==> src/rtl/morph3x3_cfg.sv <==
// rtl/morph3x3_cfg.sv - run-time configurable 3x3 binary erode/dilate/bypass stage
module morph3x3_cfg #(
    parameter int IMG_W  = 640,
    parameter int DATA_W = 16,
    parameter int CNT_W  = 11
) (
    input  logic              clk,
    input  logic              rst_n,
    input  logic              pre_vs,
    input  logic              pre_hs,
    input  logic              pre_clken,
    input  logic              pre_imgbit,
    input  logic [DATA_W-1:0] pre_imgdata,
    input  logic [1:0]        cfg_mode,
    output logic              post_vs,
    output logic              post_hs,
    output logic              post_clken,
    output logic              post_imgbit,
    output logic [DATA_W-1:0] post_imgdata,
    output logic [1:0]        frame_mode,
    output logic              line_ovf
);

    localparam int AW = (IMG_W > 1) ? $clog2(IMG_W) : 1;
    localparam logic [CNT_W-1:0] COL_MAX = CNT_W'(IMG_W);
    localparam logic [CNT_W-1:0] ROW_MAX = '1;
    localparam logic [CNT_W:0]   WIN_LO  = (CNT_W+1)'(2);
    localparam logic [CNT_W:0]   WIN_HI  = (CNT_W+1)'(IMG_W + 2);

    logic vs_d, hs_d, vs_rise, hs_fall;
    logic [CNT_W-1:0] col, row;
    logic col_in;
    logic [AW-1:0] addr;
    logic is_erode, is_dilate, ident;

    logic lb0 [IMG_W];
    logic lb1 [IMG_W];

    logic s1_vs, s1_hs, s1_clken, s1_bit, s1_lb0, s1_lb1;
    logic [DATA_W-1:0] s1_data;
    logic [CNT_W-1:0] s1_col, s1_row;

    logic [2:0] win_top, win_mid, win_bot;
    logic [2:0] nxt_top, nxt_mid, nxt_bot;
    logic [2:0] m_top, m_mid, m_bot;
    logic [2:0] col_ok;
    logic [CNT_W:0] pos;
    logic row_ok_mid, row_ok_top;

    logic s2_vs, s2_hs, s2_clken, s2_bit;
    logic [DATA_W-1:0] s2_data;
    logic [8:0] s2_win;
    logic result;

    assign vs_rise   = pre_vs & ~vs_d;
    assign hs_fall   = hs_d & ~pre_hs;
    assign col_in    = col < COL_MAX;
    assign addr      = col_in ? col[AW-1:0] : '0;
    assign is_erode  = frame_mode == 2'b01;
    assign is_dilate = frame_mode == 2'b10;
    assign ident     = is_erode;

    // Sync edge detection, column/row counters, per-frame mode latch and overflow flag
    always_ff @(posedge clk or negedge rst_n) begin
        if (!rst_n) begin
            vs_d       <= 1'b0;
            hs_d       <= 1'b0;
            col        <= '0;
            row        <= '0;
            frame_mode <= 2'b00;
            line_ovf   <= 1'b0;
        end else begin
            vs_d <= pre_vs;
            hs_d <= pre_hs;
            if (hs_fall)
                col <= '0;
            else if (pre_clken && col_in)
                col <= col + 1'b1;
            if (vs_rise)
                row <= '0;
            else if (hs_fall && row != ROW_MAX)
                row <= row + 1'b1;
            if (vs_rise)
                frame_mode <= cfg_mode;
            if (vs_rise)
                line_ovf <= 1'b0;
            else if (pre_clken && col == COL_MAX)
                line_ovf <= 1'b1;
        end
    end

    // Line buffers: lb0 takes the new pixel, lb1 takes the old lb0 bit (read-before-write)
    always_ff @(posedge clk) begin
        if (pre_clken && col_in) begin
            lb0[addr] <= pre_imgbit;
            lb1[addr] <= lb0[addr];
        end
    end

    // Stage 1: register the inputs, the line-buffer read and the counter position
    always_ff @(posedge clk or negedge rst_n) begin
        if (!rst_n) begin
            s1_vs    <= 1'b0;
            s1_hs    <= 1'b0;
            s1_clken <= 1'b0;
            s1_bit   <= 1'b0;
            s1_data  <= '0;
            s1_lb0   <= 1'b0;
            s1_lb1   <= 1'b0;
            s1_col   <= '0;
            s1_row   <= '0;
        end else begin
            s1_vs    <= pre_vs;
            s1_hs    <= pre_hs;
            s1_clken <= pre_clken;
            s1_bit   <= pre_imgbit;
            s1_data  <= pre_imgdata;
            if (pre_clken) begin
                s1_lb0 <= lb0[addr];
                s1_lb1 <= lb1[addr];
            end
            s1_col   <= col;
            s1_row   <= row;
        end
    end

    // Shifted window and its edge mask; bit j holds column c-2+j, out-of-frame cells take the identity
    always_comb begin
        nxt_top    = {s1_lb1, win_top[2:1]};
        nxt_mid    = {s1_lb0, win_mid[2:1]};
        nxt_bot    = {s1_bit, win_bot[2:1]};
        row_ok_mid = s1_row != '0;
        row_ok_top = s1_row > CNT_W'(1);
        pos        = '0;
        col_ok     = '0;
        m_top      = '0;
        m_mid      = '0;
        m_bot      = '0;
        for (int j = 0; j < 3; j++) begin
            pos       = {1'b0, s1_col} + (CNT_W+1)'(j);
            col_ok[j] = (pos >= WIN_LO) && (pos < WIN_HI);
            m_top[j]  = (col_ok[j] && row_ok_top) ? nxt_top[j] : ident;
            m_mid[j]  = (col_ok[j] && row_ok_mid) ? nxt_mid[j] : ident;
            m_bot[j]  = col_ok[j] ? nxt_bot[j] : ident;
        end
    end

    // Stage 2: raw window shifts on qualified pixels only; masked copy and syncs advance every clk
    always_ff @(posedge clk or negedge rst_n) begin
        if (!rst_n) begin
            win_top  <= '0;
            win_mid  <= '0;
            win_bot  <= '0;
            s2_win   <= '0;
            s2_vs    <= 1'b0;
            s2_hs    <= 1'b0;
            s2_clken <= 1'b0;
            s2_bit   <= 1'b0;
            s2_data  <= '0;
        end else begin
            if (s1_clken) begin
                win_top <= nxt_top;
                win_mid <= nxt_mid;
                win_bot <= nxt_bot;
            end
            s2_win   <= {m_top, m_mid, m_bot};
            s2_vs    <= s1_vs;
            s2_hs    <= s1_hs;
            s2_clken <= s1_clken;
            s2_bit   <= s1_bit;
            s2_data  <= s1_data;
        end
    end

    // Reduce the masked window: AND for erode, OR otherwise
    always_comb begin
        result = is_erode ? (&s2_win) : (|s2_win);
    end

    // Stage 3: select morphology or bypass and register the outputs
    always_ff @(posedge clk or negedge rst_n) begin
        if (!rst_n) begin
            post_vs      <= 1'b0;
            post_hs      <= 1'b0;
            post_clken   <= 1'b0;
            post_imgbit  <= 1'b0;
            post_imgdata <= '0;
        end else begin
            post_vs    <= s2_vs;
            post_hs    <= s2_hs;
            post_clken <= s2_clken;
            if (is_erode || is_dilate) begin
                post_imgbit  <= result;
                post_imgdata <= {DATA_W{result}};
            end else begin
                post_imgbit  <= s2_bit;
                post_imgdata <= s2_data;
            end
        end
    end

endmodule

==> config.mk <==
export PLATFORM = sky130hd
export DESIGN_NAME = morph3x3_cfg
export DESIGN_NICKNAME = d
export VERILOG_FILES = /design/src/rtl/morph3x3_cfg.sv
export SDC_FILE = /design/constraint.sdc
export NUM_CORES = 2
export LEC_CHECK = 0
export BUFFER_PORTS_ARGS = -buffer_cell sky130_fd_sc_hd__buf_2
export CORE_MARGIN = 2
export CORE_UTILIZATION = 50
export DETAILED_ROUTE_END_ITERATION = 16
export PLACE_DENSITY = 0.75
export SYNTH_ARGS = -nofsm -noshare
export SYNTH_HDL_FRONTEND = slang
export SYNTH_SLANG_ARGS = --single-unit
==> constraint.sdc <==
create_clock -name clk -period 39.6 [get_ports clk]
set_clock_uncertainty 0.2 [all_clocks]
set_input_delay 5.94 -clock clk [delete_from_list [all_inputs] [get_ports clk]]
set_output_delay 5.94 -clock clk [all_outputs]
set_load 0.01 [all_outputs]
**After elaboration in Yosys (flattened, before gate mapping)**

Memory sizes are Yosys's and may differ from the RTL's. A register that Yosys moved wholly into a read port is not among the register bits.
Index checks and enable logic that the tools add are counted.

- Bitwise gates (word level): 4
- Reductions and logical operators: 20
- Multiplexer cells: 21
- $add $sub $neg: 4
- Eq/ne operators: 4
- Order comparisons: 8

Operators by type and width:

| cell | count |
|---|---|
| two-way mux 11 bit | 4 |
| >= comparator 12 x 2 -> 1 bit (second input constant) | 2 |
| less-than comparator 12 x 10 -> 1 bit (second input constant) | 2 |
| adder 11 x 1 -> 11 bit (second input constant) | 2 |
| less-than comparator 11 x 10 -> 1 bit (second input constant) | 2 |
| two-way mux 16 bit | 1 |
| two-way mux 1 bit | 15 |
| adder 11 x 1 -> 12 bit (second input constant) | 1 |
| adder 11 x 2 -> 12 bit (second input constant) | 1 |
| logical AND 1 bit | 12 |
| equality test 11 x 10 -> 1 bit (second input constant) | 1 |
| >= comparator 11 x 2 -> 1 bit (second input constant) | 1 |
| > comparator 11 x 1 -> 1 bit (second input constant) | 1 |
| inequality test 11 bit (second input constant) | 1 |
| nonzero test 11 bit | 1 |
| two-way mux 10 bit | 1 |
| AND reduction 9 bit | 1 |
| OR reduction 9 bit | 1 |
| nonzero test 2 bit | 3 |
| bitwise AND 1 bit | 2 |
| equality test 2 x 1 -> 1 bit (second input constant) | 1 |
| equality test 2 bit (second input constant) | 1 |
| inverter 1 bit | 2 |
| zero test 1 bit | 1 |
| logical OR 1 bit | 1 |

- Memory bits (writable): 1280
- Memories kept: 2
- Word-level logic and storage cells: 89
- Output and inout bits: 23
- Register bits after elaboration: 126
- Bits of input ports: 24

Memory list:

| memory | words | width | read ports | clocked after memory_dff | wr ports | RTL line | source |
|---|---|---|---|---|---|---|---|
| lb0 | 640 | 1 | 1 | 0 | 1 | 36 | `logic lb0 [IMG_W];` |
| lb1 | 640 | 1 | 1 | 1 | 1 | 37 | `logic lb1 [IMG_W];` |

**Logic depth before layout (Yosys ltp)**

- Depth after elaboration: 5
- Gate-level depth with buffers: 15
- Depth with buffers taken out: 10

**Worst setup path before layout**

Ideal clock, no wire load.

- Path type: reg2reg
- From: reg col[0]
- To: mem lb1[0] (data pin)
- Stages on the path, launching flop included: 15
- Clock period less this slack: 13.005 ns
- Required time: 37.441 ns
- Path buffers: 6
- Library setup time: 1.959 ns
- Path slack: 26.595 ns
- Arrival time: 10.845 ns
- Cell sequence: dfrtp_1 > buf_6 > buf_6 > buf_6 > buf_6 > buf_6 > buf_2 > nor3b_1 > nand3_1 > o2111ai_1 > a31oi_1 > a31oi_1 > a21oi_1 > a31oi_1 > nand2b_1

- Longest elaborated chain between the ends: 3

RTL lines:

| item | RTL line | source |
|---|---|---|
| start, declared | 31 | `logic [CNT_W-1:0] col, row;` |
| start signal, assigned | 78 | `col <= col + 1'b1;` |
| less-than comparator 11 x 10 -> 1 bit | 57 | `assign col_in = col < COL_MAX;` |
| two-way mux 10 bit * | 58 | `assign addr = col_in ? col[AW-1:0] : '0;` |
| memory read (640 x 1 bit) * | -- |  |
| end, declared | 37 |  |

Every way passes the cells marked *; elsewhere a longest branch is shown, timed or not.

**Worst setup path in the final report**

- From: reg col[0]
- To: mem lb1[101] (data pin)

The elaborated chain is that of the path after synthesis.

==> summary.txt <==
======================================================================================
Overall routing resource usage                                                   28.5%
Violated checks                                                           max-capacitance violations
Startpoint of the worst register-to-register path                               col[0]
Worst-skew pair later-pin latency                                              0.77 ns
Clock tree root buffer cell                                                  clkbuf_16
Initial cell density of the core                                                 50.4%
Highest attainable clock frequency                                             102 MHz
Die Area                                                                   0.120 sq mm
Setup slack after placement                                                   30.07 ns
Crit-path max FO                                                                   119
RSZ-0062 raised after global routing                                                no
Detailed Route Iter0 Violations                                                  6,690
Highest-count cells in the layout ignoring fill and taps                  edfxtp_1 (1,280), nor2_1 (774), nand2_1 (179)
Synthesized area                                                          0.0585 sq mm
Layout Cells excl Fill                                                           5,774
Fraction of the yosys area taken by sequential cells                             71.1%
Largest net degree at the start of global routing                                  242
Pins over their slew limit                                                           0
Post-route DRC violation count                                                       0
Routability cong.                                                                0.940
Global routing usage on met3                                                     8.30%
Via count                                                                       38,700
Post-Syn Instances                                                               4,154
Reg2Reg Capture Point                                                         lb1[101]
CP Class                                                                    reg -> reg
Global routing usage on met1                                                     36.4%
Routed wire length                                                          174,000 um
Via-per-instance ratio                                                            6.70
Leakage                                                                        20.4 nW
Placed cells                                                                     5,527
CTS-repair resized insts                                                             0
Synthesized Nets                                                                 4,189
Hold buffers post-CTS                                                                0
Unique cell type count in the Yosys netlist                                         92
Final critical-path required period                                            9.77 ns
Setup TNS after final layout                                                      0 ns
Synthesis-to-layout area growth                                                  10.0%
CTS tree                                                                         built
Cell accounting for the most synthesized area                                 edfxtp_1
VDD IR max                                                                   0.0972 mV
Std cell rows                                                                      125
Run status                                                                complete, but fails checks
Post-route total power                                                         4.16 mW
Horiz. Die Dim                                                                  346 um
Destination of the critical timing path                                       lb1[101]
Share of post-route cells with drive strength above 1                            13.6%
Final HPWL DP                                                               102,000 um
Initial antenna violation count                                                      2
Global-route met2 utilization                                                    42.4%
Busiest grt layer                                                                 met2
Category of the worst setup path capture point                               flip-flop
Global-route congestion overflow total                                               0
Transition time at the pin with the least slew margin                          1.46 ns
Yosys top cell area share                                                        65.7%
First-pass GRT wire length                                                  250,000 um
Number of global-route vias before repair                                       37,800
Worst path arrival time                                                        9.99 ns
EDFF count, synth                                                                1,280
Headroom to the max-slew limit                                                   1.46%
Post-synthesis async set-or-reset flop share                                     8.83%
Finish-stage setup viols                                                             0
Number of antenna-violating nets in the routed design                                0
Height of the die                                                               346 um
Average cell area after synthesis                                           14.1 sq um
Total CTS buffers                                                                  136
Clock slew at the register clock pins of the worst setup and hold paths        0.07 ns
Clk sinks                                                                        1,404
Most common library cell in the layout ignoring fill and taps                 edfxtp_1
Core area                                                                  0.116 sq mm
Buffers inserted by post-CTS timing repair                                           0
Max-cap violation count                                                              1
Max clock buf depth                                                                  3
Element type at the critical path start                                      flip-flop
Final period util                                                                24.7%
Most used flip-flop cell after synthesis                                      edfxtp_1
Top area cells in the synthesized netlist                                 edfxtp_1 (66%), dfrtp_1 (5.3%), nor2_1 (5.0%)
Length of the first detailed-routing pass in iterations                              7
NumNets Final                                                                    4,176
Count of endpoints failing hold in the final timing report                           0
Path class of the lowest-slack min-delay path                               reg -> reg
Count of warnings emitted by yosys                                                   0
Power density of the placed cells                                         64.7 mW/mm^2
Synthesis-stage register bit count                                               1,404
Register-to-Register Path Depth                                                     16
Setup slack of the worst register-to-register path                            29.83 ns
CP required                                                                   39.82 ns
Boundary pin count                                                                  47
Routed wire length per instance                                                30.1 um
Minimum setup slack in the final design                                       29.83 ns
CTS H-tree lvls                                                                      4
Number of buffer cells added on primary ports                                       46
Worst setup startpoint                                                          col[0]
======================================================================================
-- stage by stage --
| stage | instance area, sq um | utilization (%) | hold slack [ns] |
|---|---|---|---|
| floorplan | 58500 | - | 0.131 |
| global placement | 60100 | 51.8 | 0.132 |
| detailed placement | 60100 | 51.8 | 0.135 |
| CTS | 64300 | 55.4 | 0.148 |
| global route | 64300 | 55.4 | 0.154 |
| finish | 64300 | 55.4 | 0.147 |
-- layer usage --
metal	part of all wire [%]	vias to the layer above	wire length (um)
met5	0.016	-	27
met4	7.5	4	13000
met3	15	705	25200
met2	44	3149	76000
met1	34	18900	59400
li1	-	15900	-
-- logic make-up (layout without fill, tap and decap cells) --
group	count (synthesis)	after routing	synth area share, %
other	0	4	0
muxes	328	328	6.62
AOI/OAI and AO/OA	788	788	9.59
and+or+nand+nor	1241	1241	9.01
xor gates and xnor gates	24	24	0.360
DFF	1404	1404	71.1
buffers and inverters	358	450	3.14
adders and majority gates	11	11	0.235
-- cell usage after synthesis (all sizes together), types with 10 or more instances --
cell type and number:
a2111oi 14, dfrtp 124, o22ai 57, o311ai 10, nand3 77, mux4 34
nand4 25, o211ai 39, xor2 11, nand2b 15, xnor2 13, o221ai 58
ha 11, mux2i 167, a221o 11, nor2 783, a221oi 70, o2111ai 18
mux2 127, o2bb2ai 19, a21oi 156, clkbuf 127, buf 205, o21ai 120
nor4 14, nand2 183, edfxtp 1280, nor2b 14, a211oi 43, and3 12
a22oi 29, o31ai 16, a31oi 23, inv 23, or3 19, nor3 69
-- cell type report --
cell class,instances,area [sq um]
multi-input combinational,2392,15200
sequential,1404,41600
antenna,4,10.0
fill,9105,51700
tap,1524,1910
clock inverter,59,505
inverter,26,97.6
clock buffer,184,3740
timing repair buffer,181,1300
-- report_power, final --
group	leakage, nW	total [mW]	switching (mW)	internal (mW)
clock	2.07	1.26	0.547	0.709
sequential	13.0	1.86	0.0298	1.83
combinational	5.25	1.04	0.772	0.270
total	20.4	4.16	1.35	2.81
-- worst min path at each step --
stage                           from          to  slack (ns)  cells after the start
after floorplan             s2_clken  post_clken        0.13                      0
after global placement    s1_data[3]  s2_data[3]        0.13                      0
after detailed placement  s1_data[4]  s2_data[4]        0.13                      0
after CTS                 s1_data[4]  s2_data[4]        0.15                      0
after global routing      s1_data[4]  s2_data[4]        0.15                      0
final                     s1_data[4]  s2_data[4]        0.15                      0
-- worst max-delay path: stages, from the launching register on --
cell and delay, ns:
dfrtp_4 0.87, buf_4 0.59, buf_4 0.64, buf_12 0.55, buf_4 0.73, mux2i_1 0.16, nand2_1 0.10, o221ai_1 0.11
o22a_1 0.24, a31oi_1 0.42, a2111oi_0 0.15, a32o_1 0.29, o32a_1 0.28, nand2b_4 0.70, buf_4 1.04, buf_4 0.93
buf_4 0.83
-- registers in the layout, summed over array words and instances, names as in the netlist, 9 cells and up --
| register | flops |
|---|---|
| lb0 | 640 |
| col | 11 |
| s1_data | 16 |
| post_imgdata | 16 |
| s1_col | 11 |
| lb1 | 640 |
| s2_data | 16 |
| row | 11 |
| s2_win | 9 |
| s1_row | 11 |
No activity file was read; power rests on OpenSTA's default activity.
